## src/rtl/clz_pkg.sv

```systemverilog
// Shared types and helpers for the sequential count-leading-zeros unit.
package clz_pkg;

    typedef enum logic [1:0] {
        IDLE,
        SCAN,
        DONE
    } clz_state_t;

    function automatic int clz_cnt_w(input int width);
        return $clog2(width + 1);
    endfunction

endpackage

```

## src/rtl/clz_chunk.sv

```systemverilog
// Combinational priority encoder: leading-zero count of one STEP-bit chunk.
module clz_chunk #(
    parameter  int STEP = 4,
    localparam int LZ_W = $clog2(STEP + 1)
) (
    input  logic [STEP-1:0] in,
    output logic [LZ_W-1:0] lz,
    output logic            nz
);

    // first_hot marks the most significant set bit only.
    logic [STEP-1:0] first_hot;

    genvar gi;
    generate
        for (gi = 0; gi < STEP; gi++) begin : g_first
            if (gi == STEP - 1) begin : g_top
                assign first_hot[gi] = in[gi];
            end else begin : g_low
                assign first_hot[gi] = in[gi] & ~(|in[STEP-1:gi+1]);
            end
        end
    endgenerate

    always_comb begin
        lz = LZ_W'(STEP);
        for (int i = 0; i < STEP; i++) begin
            if (first_hot[i]) begin
                lz = LZ_W'(STEP - 1 - i);
            end
        end
    end

    assign nz = |in;

endmodule

```

## src/rtl/clz_seq.sv

```systemverilog
// Multi-cycle CLZ unit scanning STEP bits per cycle from the MSB with start/busy/done.
// Define CLZ_CLO_EN to add the mode port (mode=1 counts leading ones).
module clz_seq
    import clz_pkg::*;
#(
    parameter  int WIDTH = 32,
    parameter  int STEP  = 4,
    localparam int CNT_W = clz_cnt_w(WIDTH)
) (
    input  logic             clk,
    input  logic             rst_n,
    input  logic             start,
    input  logic [WIDTH-1:0] datain,
`ifdef CLZ_CLO_EN
    input  logic             mode,
`endif
    output logic             busy,
    output logic             done,
    output logic [CNT_W-1:0] dataout
);

    localparam int NCHUNK = (STEP >= 1) ? WIDTH / STEP : 1;
    localparam int IDX_W  = (NCHUNK > 1) ? $clog2(NCHUNK) : 1;
    localparam int LZ_W   = $clog2(STEP + 1);
    localparam logic [IDX_W-1:0] LAST_IDX = IDX_W'(NCHUNK - 1);

    generate
        if (STEP < 1) begin : g_bad_step
            $error("clz_seq: STEP must be at least 1");
        end else if (WIDTH % STEP != 0) begin : g_bad_width
            $error("clz_seq: WIDTH must be a multiple of STEP");
        end
    endgenerate

    clz_state_t       state_reg, state_next;
    logic [WIDTH-1:0] sh_reg, sh_next;
    logic [CNT_W-1:0] cnt_reg, cnt_next;
    logic [IDX_W-1:0] idx_reg, idx_next;
    logic [CNT_W-1:0] dataout_reg, dataout_next;

    logic [WIDTH-1:0] operand;
    logic [LZ_W-1:0]  chunk_lz;
    logic             chunk_nz;

`ifdef CLZ_CLO_EN
    // Counting leading ones is counting leading zeros of the complement.
    assign operand = datain ^ {WIDTH{mode}};
`else
    assign operand = datain;
`endif

    clz_chunk #(.STEP(STEP)) u_chunk (
        .in (sh_reg[WIDTH-1 -: STEP]),
        .lz (chunk_lz),
        .nz (chunk_nz)
    );

    always_comb begin
        state_next   = state_reg;
        sh_next      = sh_reg;
        cnt_next     = cnt_reg;
        idx_next     = idx_reg;
        dataout_next = dataout_reg;
        case (state_reg)
            IDLE: begin
                if (start) begin
                    sh_next    = operand;
                    cnt_next   = '0;
                    idx_next   = '0;
                    state_next = SCAN;
                end
            end
            SCAN: begin
                // The result is published on entry to DONE so it is valid with the pulse.
                if (chunk_nz) begin
                    cnt_next     = cnt_reg + CNT_W'(chunk_lz);
                    dataout_next = cnt_next;
                    state_next   = DONE;
                end else begin
                    cnt_next = cnt_reg + CNT_W'(STEP);
                    sh_next  = sh_reg << STEP;
                    idx_next = idx_reg + IDX_W'(1);
                    if (idx_reg == LAST_IDX) begin
                        dataout_next = cnt_next;
                        state_next   = DONE;
                    end
                end
            end
            DONE: begin
                state_next = IDLE;
            end
            default: begin
                state_next = IDLE;
            end
        endcase
    end

    always_ff @(posedge clk or negedge rst_n) begin
        if (!rst_n) begin
            state_reg   <= IDLE;
            sh_reg      <= '0;
            cnt_reg     <= '0;
            idx_reg     <= '0;
            dataout_reg <= '0;
        end else begin
            state_reg   <= state_next;
            sh_reg      <= sh_next;
            cnt_reg     <= cnt_next;
            idx_reg     <= idx_next;
            dataout_reg <= dataout_next;
        end
    end

    assign busy    = (state_reg != IDLE);
    assign done    = (state_reg == DONE);
    assign dataout = dataout_reg;

endmodule
```

## config.mk

```make
export PLATFORM = sky130hd
export DESIGN_NAME = clz_seq
export DESIGN_NICKNAME = d
export VERILOG_FILES = /design/src/rtl/clz_pkg.sv /design/src/rtl/clz_chunk.sv /design/src/rtl/clz_seq.sv
export SDC_FILE = /design/constraint.sdc
export NUM_CORES = 1
export LEC_CHECK = 0
export ABC_AREA = 0
export CAP_MARGIN = 20
export CORE_AREA = 4 4 84 94
export DETAILED_ROUTE_END_ITERATION = 10
export DIE_AREA = 0 0 88 98
export SLEW_MARGIN = 0
export SYNTH_ARGS = -nofsm -noshare
export SYNTH_HDL_FRONTEND = slang
export SYNTH_SLANG_ARGS = --single-unit
export TNS_END_PERCENT = 10
```

## constraint.sdc

```tcl
create_clock -name clk -period 2.83 [get_ports clk]
set_input_delay 0.7075 -clock clk [delete_from_list [all_inputs] [get_ports clk]]
set_output_delay 0.7075 -clock clk [all_outputs]
set_load 0.01 [all_outputs]
```

==> results.md <==
* Max stage delay on crit path at around 0.64 ns
* Hold buffer count at CTS at 0
* GRT overflow at 0
* Place WS at 0.431 ns
* Final net count at about 320
* Final Hold Vio Count at 0
* Initial DRC count at 56
* Setup TNS at 0 ns
* Slew @ Worst Pin at around 0.61 ns
* Critical path startpoint: sh_reg[31]
* Count of different cell masters after synthesis at 40
* Synth Area in Simple Gates at 0.134
* Post-CTS sizing at 0
* Hpwl dp at between 3 and 4 mm
* PwrDens at between 900 and 1000 nW/um^2
* CP Cell Sequence: or4_4 > clkinv_2 > ha_1 > a21oi_1 > and3_1 > or4_1 > nand3_1
* Mapped Cells at ~240
* CP bufs+invs at 1
* # IOs at 43
* Slew HR at 0.594
* Worst EP required at between 3 and 4 ns
* Vias in the first global route at around 1,800
* Setup CP Type: reg2reg
* Main combinational cell family by area after synthesis: compound AO/OA/AOI/OAI gates
* Critical path's top delay family: simple AND/OR/NAND/NOR gates
* Fmax at slightly above 400 MHz
* Cell Count, Final, Fillers Out at ~370
* Critical path's slowest cell: or4_4
* Max cap viols at 0
* Sequential share of the synthesized area at 0.511
* Largest area contributor in the netlist: dfrtp_1
* Area share of fa/ha/maj cells after synthesis at 0.0397
* Critical path launch point type: register
* Ys Warns at 0
* RSZ-0062 raised after global routing: false
* Multiplexer share of the synthesized area at 0.117
* Vias per cell at 5.09
* Max IR drop VDD at around 370 uV
* Final setup fails at 0
* Register-to-Register Path Depth at 7
* Synth Area in Compound Gates at 0.158
* Synth Net Count at 280
* Crit path DAT at approximately 2.7 ns
* Crit share post-route at 0.861
* CTS H-tree depth at 2
* Min-Delay Path Class: in2async
* Tot Pwr at about 3.0 mW
* First-pass GRT wire length at about 8.5 mm
* Final clock skew at ~0.0082 ns
* CTS Sinks at a little under 50
* Die area at about 8600 um^2
* Clk_lat worst skew at around 0.3 ns
* # port buffers at 42
* Die X at 88 um
* Reg clk slew, reported paths at 0.09 ns
* Area Growth Syn to Fin at 25.4%
* Async SR Flop Fraction at 1.00
* Dpl cells at roughly 360
* Yosys top cell area share at 0.511
* Max reg flops at 32
* Mapped Avg Cell Area at around 10 um^2
* N_diodes at 0
* Endpoint type of the worst setup path: register
* CTS root buffer: clkbuf_8
* Post-CTS Setup Bufs at 0
* CTS tree: yes
* Post-Layout Inst Area at 3010 um^2
* Yosys reg bits at between 40 and 50
* Initial antenna violation count at 0
* Router iterations before antenna repair at 4
* RePlAce Congestion at 0.762
* Ys flop type: dfrtp_1
* Die Ht at a little under 100 um
* Final setup margin at roughly 0.39 ns
* Placed instance area at just under 3000 um^2
* Final ANT Viol Nets at 0
* Hold_ws at ~0.24 ns
* Final min period at about 2.4 ns
* P_leak at approximately 1.3 nW
* DRC Markers at 0
* Final Slew Violations at 0
* Std-Cell Rows at 32
* Clock Tree Buf Depth at 2
* Largest net degree at the start of global routing at 37
* Routed WL at 4.90 mm
* Layout cells sized above 1 at 0.0712
* TritonCTS buffer count at 5
* Levels on crit path at 7
* Count of flip-flops with a built-in enable after synthesis at 0
* Synthesized area at between 2000 and 2500 um^2
* Final Util at 0.434
* # fillers at about 700
* Xor/xnor cell area share of the yosys netlist at 0.00365
* Crit-path max FO at 12
* Reg-to-reg startpoint: sh_reg[31]
* Largest cells by area after synthesis: dfrtp_1, mux2i_1, nand2_1
* Wire per inst at between 10 and 15 um
* Run status: complete, no violations
* Initial core utilization at 0.346
* CORE AREA at between 6000 and 7000 um^2
* Via count at ~1,900
* GR Util All Layers at 0.125
-- layout by cell type (no fill, tap or decap), types with 2 or more instances in the layout --
cell type,synthesis,final
mux2i_1,28,28
nand2_1,46,46
inv_1,3,3
clkbuf_8,0,5
o21ai_0,30,30
nor2_1,9,9
o211ai_1,2,2
clkbuf_1,4,2
a22o_1,4,4
dfrtp_1,49,49
o31a_1,2,2
o21ai_1,3,3
a211o_1,2,2
buf_4,0,4
a32o_1,2,2
a31oi_1,5,5
ha_1,6,6
clkdlybuf4s50_1,0,41
a21oi_1,8,7
or3_1,2,2
nand3_1,5,5
-- kinds of logic (layout without fill, tap and decap cells) --
group,count (synthesis),after routing
flip-flops,49,49
adder cells (fa/ha/maj),7,7
XOR/XNOR,1,1
buffers and inverters,17,60
AO/OA/AOI/OAI,63,63
AND/OR/NAND/NOR,73,73
multiplexers,28,28
-- metal layers --
layer / GRT usage / wire length, um / vias to the layer above
met2: 0.194 / 2350 / 39
met5: 0 / 0 / -
met3: 0.0380 / 230 / 5
met1: 0.167 / 2280 / 893
met4: 0.0354 / 37 / 0
li1: - / - / 927
-- Yosys cell counts, types with 2 or more instances --
library cell and count:
a31oi_1 5, or3_1 2, clkbuf_1 4, nor2_1 9
o21ai_0 30, a211o_1 2, inv_1 3, o21ai_1 3
a22o_1 4, dfrtp_1 49, nor2b_1 2, buf_6 2
nand3_1 5, buf_2 5, ha_1 6, o31a_1 2
a21oi_1 8, a32o_1 2, mux2i_1 28, o211ai_1 2
nand2_1 46
-- worst register-to-register path, cell delays in order (launching register included) --
cell and delay (ns):
dfrtp_1 0.42, or4_4 0.64, clkinv_2 0.19, ha_1 0.26, a21oi_1 0.11, and3_1 0.22
or4_1 0.47, nand3_1 0.07
-- final timing paths --
path / to / slack [ns]
min in group clk: dataout[2] / 0.48
max in group asynchronous: cnt_reg[2] / 2.00
min reg2reg: dataout[2] / 0.48
max: cnt_reg[5] / 0.39
min: dataout[1] / 0.24
max reg2reg: cnt_reg[5] / 0.39
-- where the power goes --
| group | internal, mW | switching [mW] | total, mW |
|---|---|---|---|
| sequential | 1.00 | 0.193 | 1.20 |
| clock | 0.175 | 0.235 | 0.411 |
| combinational | 0.637 | 0.751 | 1.39 |
| total | 1.82 | 1.18 | 3.00 |
-- layout make-up --
cell class | count | area (um^2) | area share
repair buffers | 47 | 465 | 0.155
well taps | 85 | 106 | 0.0354
clock buffers | 7 | 76.3 | 0.0254
multi-input cells | 172 | 1100 | 0.367
clock inverters | 1 | 7.51 | 0.00250
inverters | 5 | 20.0 | 0.00666
flip-flops and latches | 49 | 1230 | 0.408
(Power assumes the default switching activity.)
